## config.mk

```make
export PLATFORM = sky130hd
export DESIGN_NAME = pipe_stage_skid
export DESIGN_NICKNAME = d
export VERILOG_FILES = /design/src/rtl/pipe_stage_skid.sv
export SDC_FILE = /design/constraint.sdc
export NUM_CORES = 1
export LEC_CHECK = 0
export BUFFER_PORTS_ARGS = -buffer_cell sky130_fd_sc_hd__buf_2
export CAP_MARGIN = 20
export CORE_MARGIN = 5
export CORE_UTILIZATION = 30
export CTS_BUF_LIST = sky130_fd_sc_hd__clkbuf_4 sky130_fd_sc_hd__clkbuf_8 sky130_fd_sc_hd__clkbuf_16
export DETAILED_ROUTE_END_ITERATION = 8
export GPL_TIMING_DRIVEN = 0
export PLACE_DENSITY = 0.57
export SLEW_MARGIN = 20
export SYNTH_ARGS = -nofsm -noshare
export SYNTH_HDL_FRONTEND = slang
export SYNTH_SLANG_ARGS = --single-unit
```

## constraint.sdc

```tcl
create_clock -name clk -period 1.9 [get_ports clk]
set_input_delay 0.38 -clock clk [delete_from_list [all_inputs] [get_ports clk]]
set_output_delay 0.38 -clock clk [all_outputs]
set_load 0.05 [all_outputs]
```

## src/rtl/pipe_stage_skid.sv

```systemverilog
// Valid/ready pipeline stage with 2-entry skid buffer, sync flush and NOP payload on empty slots.
// Latency 1 cycle when empty; in_ready is registered, so one extra beat lands in S when out_ready drops.
module pipe_stage_skid #(
  parameter int                DATA_W    = 32,
  parameter logic [DATA_W-1:0] NOP_VALUE = {DATA_W{1'b0}},
  parameter int                CNT_W     = 16
) (
  input  logic              clk,
  input  logic              rst,
  input  logic              in_valid,
  input  logic [DATA_W-1:0] in_data,
  output logic              in_ready,
  output logic              out_valid,
  output logic [DATA_W-1:0] out_data,
  input  logic              out_ready,
  input  logic              flush,
  input  logic              clr_stats,
  output logic [1:0]        level,
  output logic [CNT_W-1:0]  bubble_cnt
);

  localparam logic [1:0] ST_EMPTY = 2'd0;
  localparam logic [1:0] ST_ONE   = 2'd1;
  localparam logic [1:0] ST_TWO   = 2'd2;

  localparam logic [CNT_W-1:0] CNT_MAX = {CNT_W{1'b1}};

  logic [1:0]        state;
  logic [1:0]        state_nx;
  logic [DATA_W-1:0] m_q;
  logic [DATA_W-1:0] m_nx;
  logic [DATA_W-1:0] s_q;
  logic [DATA_W-1:0] s_nx;
  logic              rdy_q;
  logic [CNT_W-1:0]  cnt_q;
  logic              in_xfer;
  logic              out_xfer;

  assign in_ready   = rdy_q;
  assign out_valid  = (state != ST_EMPTY);
  assign out_data   = m_q;
  assign bubble_cnt = cnt_q;
  assign in_xfer    = in_valid & rdy_q;
  assign out_xfer   = out_valid & out_ready;

  always_comb begin
    level = 2'd0;
    case (state)
      ST_ONE:  level = 2'd1;
      ST_TWO:  level = 2'd2;
      default: level = 2'd0;
    endcase
  end

  always_comb begin
    state_nx = state;
    m_nx     = m_q;
    s_nx     = s_q;
    if (flush) begin
      // Input beat in this cycle is swallowed; an output beat still completes downstream.
      state_nx = ST_EMPTY;
      m_nx     = NOP_VALUE;
      s_nx     = NOP_VALUE;
    end else begin
      case (state)
        ST_EMPTY: begin
          if (in_xfer) begin
            state_nx = ST_ONE;
            m_nx     = in_data;
          end
        end
        ST_ONE: begin
          if (in_xfer && out_xfer) begin
            m_nx = in_data;
          end else if (in_xfer) begin
            state_nx = ST_TWO;
            s_nx     = in_data;
          end else if (out_xfer) begin
            state_nx = ST_EMPTY;
            m_nx     = NOP_VALUE;
          end
        end
        ST_TWO: begin
          if (out_xfer) begin
            state_nx = ST_ONE;
            m_nx     = s_q;
            s_nx     = NOP_VALUE;
          end
        end
        default: begin
          state_nx = ST_EMPTY;
          m_nx     = NOP_VALUE;
          s_nx     = NOP_VALUE;
        end
      endcase
    end
  end

  always_ff @(posedge clk or negedge rst) begin
    if (!rst) begin
      state <= ST_EMPTY;
      m_q   <= NOP_VALUE;
      s_q   <= NOP_VALUE;
      rdy_q <= 1'b0;
    end else begin
      state <= state_nx;
      m_q   <= m_nx;
      s_q   <= s_nx;
      // Registered ready: drops on the same edge that fills S.
      rdy_q <= (state_nx != ST_TWO);
    end
  end

  always_ff @(posedge clk or negedge rst) begin
    if (!rst) begin
      cnt_q <= '0;
    end else if (clr_stats) begin
      cnt_q <= '0;
    end else if (out_ready && !out_valid && (cnt_q != CNT_MAX)) begin
      cnt_q <= cnt_q + 1'b1;
    end
  end

endmodule

```

# Word-level counts from Yosys, hierarchy flattened
# Cells that the tools add are included.
# totals
word_cells,48
input_bits,38
ff_bits,83
out_inout_bits,52
# classes
n_bitwise,2
n_eq_ne,11
muxes,20
reduce_logical,9
add_sub_neg,1
# ops
op,n
32-bit two-way mux,8
32-bit one-hot mux with 3 select lines,2
16-bit two-way mux,2
"16-bit by 1-bit adder with 16-bit output, second input constant",1
"16-bit inequality test, second input constant",1
2-bit two-way mux,6
"3-bit inequality test, second input constant",4
"4-bit inequality test, second input constant",2
4-bit AND reduction,2
2-bit one-hot mux with 3 select lines,1
"2-bit inequality test, second input constant",2
2-bit one-hot mux with 2 select lines,1
2-bit nonzero test,2
1-bit logical AND,3
1-bit AND,2
"2-bit by 1-bit equality test with 1-bit output, second input constant",1
"2-bit equality test, second input constant",1
2-bit logical NOT,1
1-bit logical NOT,1

# Longest topological paths before layout
# depth
word_depth,8
mapped_depth,6
depth_no_buf,5

# Worst setup path before layout
# OpenSTA, ideal clock, no wires.
# synth_path
kind,register to register
startpoint,register cnt_q[0] (netlist: bubble_cnt[0])
endpoint,register cnt_q[0] (netlist: bubble_cnt[0])
path_buffers,0
setup_time_ns,0.128
slack_ns,-0.229
synth_period_minus_slack_ns,2.129
arrival_ns,2.002
path_stages_with_launch,6
t_required_ns,1.772
cell_sequence,dfrtp_1 ha_1 nand4_2 nor4_4 nor3_2 mux2_1
# synth_between
elab_chain_cells,3
elab_cells_between_ends,6
cone_classes,add/sub: 1; eq/ne: 1; mux: 2; reduce/logical: 2
# synth_lines
item,line_no,rtl
from (decl),35,logic [CNT_W-1:0] cnt_q;
from (signal assigned),120,cnt_q <= cnt_q + 1'b1;
16-bit by 1-bit adder with 16-bit output / 16-bit inequality test (equally long branches),"120, 119",
16-bit two-way mux / 1-bit logical AND (equally long branches),119,end else if (out_ready && !out_valid && (cnt_q != CNT_MAX)) begin
16-bit two-way mux / 2-bit nonzero test (equally long branches),-,
# Several ways; a longest one is shown, not always the timed one. The select of a mux whose other input is x is not followed.
# A chain may end at the register's enable or synchronous reset.

# Worst setup path in the final report
# layout_path
startpoint,register cnt_q[0] (netlist: bubble_cnt[0])
endpoint,register cnt_q[7] (netlist: bubble_cnt[7])
# The elaborated chain is that of the path after synthesis.

==> metrics.txt <==
outcome=finished clean; Synth Area in Compound Gates=17.6%; list of cells traversed by the critical path=ha_2, nand4_2, nor4_4, buf_4, nor3_1, mux2_1; Leakage Power=2.42 nW; netlist area before placement=3970 um^2; DRC violation count after routing=0; post-synthesis cell count=375; Detail Placement HPWL=7470 um; Worst Path Required=2.11 ns; highest-count cells in the layout ignoring fill and taps=buf_2 (91), dfrtp_1 (76), nand2_1 (39), inv_1 (34), mux2i_1 (33); fraction of synthesis flops using an asynchronous set or reset pin=100%; number of buffer cells added on primary ports=89; overall via count from detail_route=3246; number of synthesized register bits=83; number of non-filler instances in the completed layout=663; maximum resistive drop on vdd=421 uV; Total GRT Usage=14.0%; initial antenna violation count=0; Routed Antenna Nets=0; max incr delay on CP=0.42 ns; largest family of logic cells by synthesized area=compound AO/OA/AOI/OAI gates; share of the synthesized netlist area taken by xor and xnor gates=0.442%; Period minus WS final=1.86 ns; final core utilization=38.8%; hold violation count in the final report=0; final net count=521; hold crit path type=in -> async; most common library cell in the layout ignoring fill and taps=buf_2; worst rel slew slack=61.5%; CTS Buf Count=9; Final Skew=0.00990 ns; Total Die Area=15600 um^2; Crit path buffers/inverters=1; global placer's final weighted congestion=0.787; number of placed instances with taps included=641; total grt overflow=0; fraction of layout instances using a drive strength above 1=30.4%; largest driver fanout on the critical path=7; power density normalized to cell area=886 nW/um^2; vias in the first global route=3476; horizontal die dimension=125 um; core region area=13100 um^2; Max-cap violations=0; clock input transition at the sequential cells of the worst setup and hold paths=0.06 ns; predominant post-synthesis flop cell=dfrtp_1; die boundary height=125 um; depth of the CTS H-tree=3; number of enable flip-flop cells after synthesis=0; drt initial violations=220; setup slack after layout=0.0366 ns; Core Rows=42; master of the slowest instance on the critical path=dfrtp_2; clock tree from TritonCTS=built; Final Slew Violations=0; transition time at the pin with the least slew margin=0.578 ns; Initial Utilization=30.3%; worst hold margin=0.0420 ns; CP Data Arrival Time=2.08 ns; period utilisation layout=98.1%; area of the multi-input gates=1680 um^2; kind of cell adding the most delay to the critical path=simple AND/OR/NAND/NOR gates; Seq/Total Area, Yosys=52.4%; Finish-stage setup viols=0; adder-cell share of the synthesized area=0.316%; Storage cell area=2090 um^2; count of inserted antenna diode cells=0; sink count of the clock tree=83; total cell area at the placement stage=4670 um^2; setup total negative slack=0 ns; Hold Buf Count CTS=0; drt via density=4.90; clk root buf=clkbuf_16; total number of cells along the worst setup path=6; design area=5080 um^2; overall power consumption=4.50 mW; 1st-pass router iterations=4; maximum number of pins on one net before global-route repair=43; achievable frequency=537 MHz; unique cell type count in the Yosys netlist=42; crit end category=flop; I/O pin total=90; startpoint type of the worst setup path=flop; global-route wire length before repair=17700 um; number of warnings reported in the yosys synthesis log=0; multiplexer share of the synthesized area=9.47%; Setup Slack @ Placement=-0.266 ns; worst-case clock buffer depth=2; Routed wire per std cell=16.1 um; length in cells of the worst reg-to-reg path=6; Skew-Pair Late Insertion Delay=0.33 ns; total detailed-routing wirelength=10700 um; Area Overhead vs Synth=28.1%; Mapped Avg Cell Area=10.6 um^2; Synth Net Count=414; critical setup path kind=reg -> reg; simple-gate portion of the synthesized area=13.9%; FILL cells=1313
[cell usage after synthesis, drive strengths merged, types with 3 or more instances]
library cell | instances | area, um^2
or3 | 6 | 37.5
nor2 | 9 | 33.8
a22oi | 32 | 240
nor3 | 6 | 35.0
mux2 | 4 | 45.0
a31oi | 3 | 18.8
mux2i | 33 | 330
o2bb2ai | 32 | 280
dfrtp | 83 | 2080
o21ai | 7 | 35.0
clkbuf | 12 | 45.0
nand3 | 6 | 30.0
buf | 13 | 61.3
nand2 | 39 | 146
a21oi | 12 | 63.8
nor2b | 7 | 43.8
and4 | 3 | 26.3
nand2b | 6 | 37.5
a311oi | 3 | 26.3
inv | 34 | 128
nand4 | 8 | 56.3
[state kept, by name, indices dropped and copies added (netlist names)]
register,flops
in_ready,1
s_q,32
bubble_cnt,16
out_data,32
state,2
[logic make-up after synthesis]
| group | after synthesis |
|---|---|
| AOI/OAI and AO/OA | 93 |
| xor gates and xnor gates | 2 |
| adders and majority gates | 1 |
| buffers and inverters | 59 |
| DFF | 83 |
| muxes | 37 |
| and+or+nand+nor | 100 |
[path summary, 6_finish.rpt]
kind                                           start                         to  slack [ns]
max reg2reg                bubble_cnt[0]$_DFFE_PN0P_  bubble_cnt[7]$_DFFE_PN0P_        0.04
max                        bubble_cnt[0]$_DFFE_PN0P_  bubble_cnt[7]$_DFFE_PN0P_        0.04
max in group asynchronous                        rst    out_data[3]$_DFFE_PN0P_        1.24
min reg2reg                 out_data[30]$_DFFE_PN0P_   out_data[30]$_DFFE_PN0P_        0.49
min                                              rst  bubble_cnt[8]$_DFFE_PN0P_        0.04
min in group clk                         in_data[16]        s_q[16]$_DFFE_PN0P_        0.29
[where the power goes]
part	switching (mW)	internal, mW	total, mW
registers	0.0625	1.87	1.93
logic	0.560	0.231	0.791
clock network	0.717	1.06	1.78
[layer usage]
| layer | vias up | track usage, % | share of wire, % |
|---|---|---|---|
| met3 | 12 | 3.41 | 4.6 |
| met2 | 67 | 22.5 | 46 |
| met1 | 1609 | 18.3 | 48 |
| li1 | 1558 | - | - |
| met5 | - | 0 | 0 |
| met4 | 0 | 5.10 | 1.8 |
[repair_timing]
action | in CTS | in global routing
setup endpoints to repair | 31 | 66
pin swaps | 0 | 1
buffers inserted | 2 | 5
gates resized for setup | 10 | 21
[final cells by class]
type | count | area share, %
Sequential cell | 83 | 41.0
Inverter | 34 | 2.51
Multi-Input combinational cell | 233 | 33.0
Tap cell | 176 | 4.33
Timing Repair Buffer | 97 | 10.6
Clock buffer | 11 | 4.85
Clock inverter | 5 | 1.03
Buffer | 24 | 2.59
(Power assumes the default switching activity.)
